===== src/rtl/bus_arb_mux.sv =====
// Registered bus multiplexer with fixed-priority or round-robin arbitration and conflict reporting.
// Optional 8-bit saturating conflict counter is enabled by defining BUS_ARB_CONFLICT_CNT_EN.
module bus_arb_mux #(
  parameter int WIDTH = 32,
  parameter int NSRC  = 24,
  parameter int MODE  = 0
) (
  input  logic                      clk,
  input  logic                      clr,
  input  logic [NSRC*WIDTH-1:0]     src_data,
  input  logic [NSRC-1:0]           drv_req,
  input  logic                      hold,
  input  logic                      err_clr,
  output logic [WIDTH-1:0]          bus_out,
  output logic                      bus_valid,
  output logic [NSRC-1:0]           grant,
  output logic [$clog2(NSRC)-1:0]   grant_idx,
  output logic                      conflict,
  output logic                      conflict_sticky
`ifdef BUS_ARB_CONFLICT_CNT_EN
  ,
  output logic [7:0]                conflict_cnt
`endif
);

  localparam int IW = $clog2(NSRC);

  logic [IW-1:0]    rr_ptr;
  logic [IW-1:0]    win_idx;
  logic [IW-1:0]    next_ptr;
  logic [WIDTH-1:0] win_data;
  logic             found;
  logic             multi;

  // Round-robin searches from rr_ptr upward first; the plain lowest-index pass
  // then serves as the wrap-around for MODE=1 and as the whole search for MODE=0.
  always_comb begin
    found    = 1'b0;
    win_idx  = '0;
    win_data = '0;
    if (MODE == 1) begin
      for (int i = 0; i < NSRC; i++) begin
        if (!found && drv_req[i] && (IW'(i) >= rr_ptr)) begin
          found    = 1'b1;
          win_idx  = IW'(i);
          win_data = src_data[i*WIDTH +: WIDTH];
        end
      end
    end
    for (int i = 0; i < NSRC; i++) begin
      if (!found && drv_req[i]) begin
        found    = 1'b1;
        win_idx  = IW'(i);
        win_data = src_data[i*WIDTH +: WIDTH];
      end
    end
  end

  assign multi    = |(drv_req & (drv_req - NSRC'(1)));
  assign next_ptr = (win_idx == IW'(NSRC - 1)) ? '0 : win_idx + IW'(1);

  always_ff @(posedge clk) begin
    if (clr) begin
      bus_out         <= '0;
      bus_valid       <= 1'b0;
      grant           <= '0;
      grant_idx       <= '0;
      conflict        <= 1'b0;
      conflict_sticky <= 1'b0;
      rr_ptr          <= '0;
    end else begin
      if (!hold) begin
        bus_out   <= found ? win_data : '0;
        bus_valid <= found;
        grant     <= found ? (NSRC'(1) << win_idx) : '0;
        grant_idx <= found ? win_idx : '0;
        conflict  <= multi;
        if (found)
          rr_ptr <= next_ptr;
      end else begin
        conflict <= 1'b0;
      end
      // A conflict seen in the same cycle as err_clr keeps the flag set.
      if (!hold && multi)
        conflict_sticky <= 1'b1;
      else if (err_clr)
        conflict_sticky <= 1'b0;
    end
  end

`ifdef BUS_ARB_CONFLICT_CNT_EN
  always_ff @(posedge clk) begin
    if (clr)
      conflict_cnt <= '0;
    else if (!hold && multi)
      conflict_cnt <= err_clr ? 8'd1 : ((conflict_cnt == 8'd255) ? 8'd255 : conflict_cnt + 8'd1);
    else if (err_clr)
      conflict_cnt <= '0;
  end
`endif

endmodule


===== config.mk =====
export PLATFORM = sky130hd
export DESIGN_NAME = bus_arb_mux
export DESIGN_NICKNAME = d
export VERILOG_FILES = /design/src/rtl/bus_arb_mux.sv
export SDC_FILE = /design/constraint.sdc
export NUM_CORES = 1
export LEC_CHECK = 0
export ABC_AREA = 1
export ABC_CLOCK_PERIOD_IN_PS = 4950
export CAP_MARGIN = 30
export CORE_AREA = 2 2 332 334
export CTS_CLUSTER_DIAMETER = 50
export DETAILED_ROUTE_END_ITERATION = 10
export DIE_AREA = 0 0 334 336
export HOLD_SLACK_MARGIN = 0.12
export PLACE_DENSITY = 0.33
export SYNTH_ARGS = -nofsm -noshare
export SYNTH_HDL_FRONTEND = slang
export SYNTH_SLANG_ARGS = --single-unit

===== constraint.sdc =====
create_clock -name clk -period 4.95 [get_ports clk]
set_clock_uncertainty 0.2 [all_clocks]
set_input_delay 0.7425 -clock clk [delete_from_list [all_inputs] [get_ports clk]]
set_output_delay 0.7425 -clock clk [all_outputs]
set_load 0.02 [all_outputs]

Word-level counts from Yosys, hierarchy flattened
Cells that the tools add are included.

operators by class
  shift operators = 1
  add/subtract/negate cells = 1
  bitwise operators = 1
  muxes and demuxes = 76
  reduce and logical (&&, ||, !) cells = 51

operator list
  kind                                                number
  2-to-1 mux 32 bit                                   25
  2-to-1 mux 5 bit                                    23
  2-to-1 mux 1 bit                                    27
  bitwise AND 24 bit                                  1
  logical AND 1 bit                                   24
  zero test 1 bit                                     24
  2-to-1 mux 24 bit                                   1
  OR reduction 24 bit                                 1
  << shifter 1 x 5 -> 24 bit, first input constant    1
  subtractor 24 x 1 -> 24 bit, second input constant  1
  nonzero test 2 bit                                  1
  OR reduction 2 bit                                  1

word-level totals
  input bits = 796
  output and inout bits = 64
  register bits = 64

Depth between registers and ports, before layout
  depth after elaboration = 72
  gate-level depth with buffers = 22

Worst setup path before layout
Ideal clock, no wire load.

  path kind = input to register
  start = input drv_req[0]
  end = register bus_out[11]
  data arrival time = 2.775 ns
  library setup time = 0.128 ns
  cell stages on the path = 17
  path buffers = 2
  data required time = 4.622 ns
  path slack = 1.846 ns
  path through = buf_2 -> nor2_8 -> nand2_2 -> nor2_4 -> nand2_2 -> nor2_4 -> nand2_4 -> nor2_4 -> nand2_4 -> nor2_4 -> inv_1 -> clkbuf_1 -> or2_2 -> nand2_1 -> nand3_1 -> nand2_1 -> a21oi_1

between the ends
  cells in the longest elaborated chain, start to end = 71

RTL lines
  element                                                       line  RTL
  start, declared                                               11    input logic [NSRC-1:0] drv_req,
  2-to-1 mux 1 bit                                              51    if (!found && drv_req[i]) begin
  zero test 1 bit                                               51
  logical AND 1 bit                                             51
  2-to-1 mux 1 bit                                              51
  zero test 1 bit                                               51
  logical AND 1 bit                                             51
  2-to-1 mux 1 bit                                              51
  zero test 1 bit                                               51
  [55 not listed]                                               n/a
  2-to-1 mux 1 bit                                              51
  zero test 1 bit                                               51
  logical AND 1 bit                                             51
  2-to-1 mux 1 bit                                              51
  zero test 1 bit                                               51
  logical AND 1 bit                                             51
  2-to-1 mux 32 bit / 2-to-1 mux 1 bit (equally long branches)  51
  2-to-1 mux 32 bit (*)                                         73    bus_out <= found ? win_data : '0;
  end signal, assigned                                          73
  end, declared                                                 14    output logic [WIDTH-1:0] bus_out,

Mark *: on every way between the ends. The rest lies on a longest branch, timed or not.
A chain may end at the register's enable or synchronous reset.

Final worst setup path
  start = input drv_req[1]
  end = register bus_out[10]

between the ends
  cells in the longest elaborated chain, start to end = 69

RTL lines
  element                                                       line
  logical AND 1 bit (*)                                         51
  2-to-1 mux 1 bit                                              51
  zero test 1 bit                                               51
  logical AND 1 bit                                             51
  2-to-1 mux 1 bit                                              51
  zero test 1 bit                                               51
  logical AND 1 bit                                             51
  2-to-1 mux 1 bit                                              51
  [53 not listed]                                               n/a
  2-to-1 mux 1 bit                                              51
  zero test 1 bit                                               51
  logical AND 1 bit                                             51
  2-to-1 mux 1 bit                                              51
  zero test 1 bit                                               51
  logical AND 1 bit                                             51
  2-to-1 mux 32 bit / 2-to-1 mux 1 bit (equally long branches)  51
  2-to-1 mux 32 bit (*)                                         73

Marks and branches as above.

==> results.toml <==
[route]
drc = 0
routed_wl_um = 115000
ant_nets = 0
vias = 16300
wl_per_cell_um = 27.3
drt-vias-per-instance = 3.86
drt_iter0_markers = 823
dr.pass1.iters = 6

[cells_and_area]
areaGrowthSynthToFinish_pct = 115
layout.cells.non_filler = 4221
drive_above_1_share_pct = 8.17
multi_input_area_mm2 = 0.00729
layout_common_cells = "clkdlybuf4s50_1, nand2_1, a21oi_1"
final_common_cell = "clkdlybuf4s50_1"
seq_area_mm2 = 0.00128
nFillCells = 12600
layout.nets = 3580

[setup_path]
cp.required_ns = 4.97
path_max_fanout = 17
path_buf_inv = 3
critPathKind = "in2reg"
critPathTopFamily = "simple AND/OR/NAND/NOR gates"
worst_path_most_repeated_cell = "nand2_1"
critPathMaxStageDelay_ns = 0.67
start_kind = "input port"
critPathSlowestCell = "clkdlybuf4s50_1"
arrival_ns = 4.41
crit_path_end_kind = "flip-flop"
crit_chain = "clkdlybuf4s50_1 > nor2_8 > nand2_2 > nor2_4 > nand2_2 > nor2_4 > nand2_4 > nor2_4 > inv_1 > buf_4 > or2_2 > nand2_1 > nand2_1 > nand2_1 > nand4_1 > nand2_1 > nand2_1 > nand2_1 > a21oi_1"

[timing]
finalSetupTns_ns = 0
setup_slack_ns = 0.565
period_share_pct = 88.6
max_freq_ghz = 0.228
final-max-slew-violation-count = 0
finalSetupViolations = 0
hold_violations = 0
rsz0062_at_grt = "no"
whs_ns = 0.264
tightest_slew_ns = 0.936
slew_headroom_pct = 37.6
finalCriticalPeriod_ns = 4.38

[power_and_ir_drop]
peakVddDrop_mv = 0.165
power.total_mw = 2.61
p_leak_nw = 8.45
power.density_mw_per_mm2 = 126

[cts]
clockBufferDepth = 2
path_clk_slew_ns = 0.07
cts_made_buffers = 9
h-tree-depth = 3
cts_tree = "done"
cts_resized = 0
cts_root_buf = "clkbuf_16"
insertion_delay_ns = 0.37
cts_num_sinks = 64
ctsHoldBuffers = 0
cts_setup_buffers = 0

[global_route]
grt_pass1_vias = 17100
grt_usage_pct = 19.7
grt_pass1_wl_um = 149000
grt_overflow_total = 0
grt_max_degree = 65
grt_antenna_before_repair = 44

[place]
port_buffers = 859
dp_slack_ns = 0.153
place_congestion = 0.900
dpl.hpwl_um = 100000
dp_cells = 4187

[yosys]
syn_inst = 1937
netlist_area_mm2 = 0.00967
yosysSeqAreaShare_pct = 13.3
synth-async-reset-ratio_pct = 0
yosysUniqueCellTypes = 40
synth-seq-cells = 64
synth_area_per_cell_um2 = 4.99
yosysWarnings = 0
synth_edf_count = 0
synth_fp_nets = 2733
synth_ff_type = "dfxtp_1"

[min_path]
min_path_type = "reg2reg"

[floorplan]
top_level_ports = 860
dieWidth_um = 334
start_util_pct = 8.92
coreArea_mm2 = 0.108
die-area_mm2 = 0.112
num_rows = 121
die_height_um = 336

[flow_run]
cap_viol_max_count = 0

[outcome]
status = "finished clean"
cells by family (layout without fill, tap and decap cells):
kind of cell,after synthesis,in the layout,synth area share (%)
flip-flops,64,64,13.3
AND/OR/NAND/NOR,1288,1288,57.4
AO/OA/AOI/OAI,301,301,17.5
other,0,18,0
buffers and inverters,284,1136,11.8
cell usage after synthesis (2+ instances only):
cell type      count  share of area [%]
nor2_4             9                1.0
nand2_2            3               0.19
or2_2             84                5.4
or2_1              2               0.13
nand3b_1           6               0.47
or2_0              8               0.52
o22ai_1           45                2.9
dlygate4sd1_1      3               0.27
nand3_1          118                6.1
a21oi_1          178                9.2
nor2_8             2               0.41
buf_4              8               0.62
a21boi_0           7               0.54
a2111oi_0          3               0.27
buf_1             14               0.54
o21ai_0           37                1.9
nand2_4            3               0.35
a22o_1             3               0.27
clkbuf_1          60                2.3
nor3_1            13               0.67
inv_2              5               0.19
dfxtp_1           64                 13
o21bai_1          18                1.4
nand4_1           56                3.6
buf_2             25                1.3
a221oi_1           4               0.36
nor2_2             2               0.13
inv_1            167                6.5
nand2_1          797                 31
nor2_1           183                7.1
path summary, 6_finish.rpt:
check                 to  slack (ns)  startpoint  cells after the start
max          bus_out[10]        0.57  drv_req[1]                     19
min            grant[12]        0.26   grant[12]                      2
max reg2reg   bus_out[2]        3.93  bus_out[2]                      2
min reg2reg    grant[12]        0.26   grant[12]                      2
cell type report:
cell class                 count  share of cell area [%]
sequential                    64                    6.17
tap                         1414                    8.52
timing repair buffer         947                    45.2
clock inverter                 5                   0.380
antenna                       18                   0.217
multi-input combinational   1589                    35.1
clock buffer                  11                    1.22
inverter                     173                    3.13
power by group:
group          switching, mW  internal (mW)  leakage (nW)
logic                  0.574          0.710          7.76
clock network          0.310          0.469         0.166
registers             0.0151          0.537         0.522
total                  0.899           1.72          8.45
worst reg2reg max path, stage by stage (launching register included):
cell and delay [ns]:
dfxtp_1 0.49, nand2_1 0.09, a21oi_1 0.17
state kept, by name (all words and copies together), names as in the netlist:
name,flops
bus_out,32
grant,24
grant_idx,5
bus_valid,1
conflict,1
conflict_sticky,1
layer usage:
metal  up-vias  wire [µm]  track usage [%]
li1       7904          -                -
met1      7585      43700             21.3
met2       655      61500             38.2
met3       116       6700             4.21
met4        26       3230             5.46
met5         -        179                0
metrics by stage:
step | cell area (µm²) | utilization (%)
2_1_floorplan | 9670 | -
3_3_place_gp | 20400 | 18.8
3_5_place_dp | 20400 | 18.8
4_1_cts | 20700 | 19.1
5_1_grt | 20700 | 19.1
6_report | 20800 | 19.2
Power figures use the tool's default switching activity.
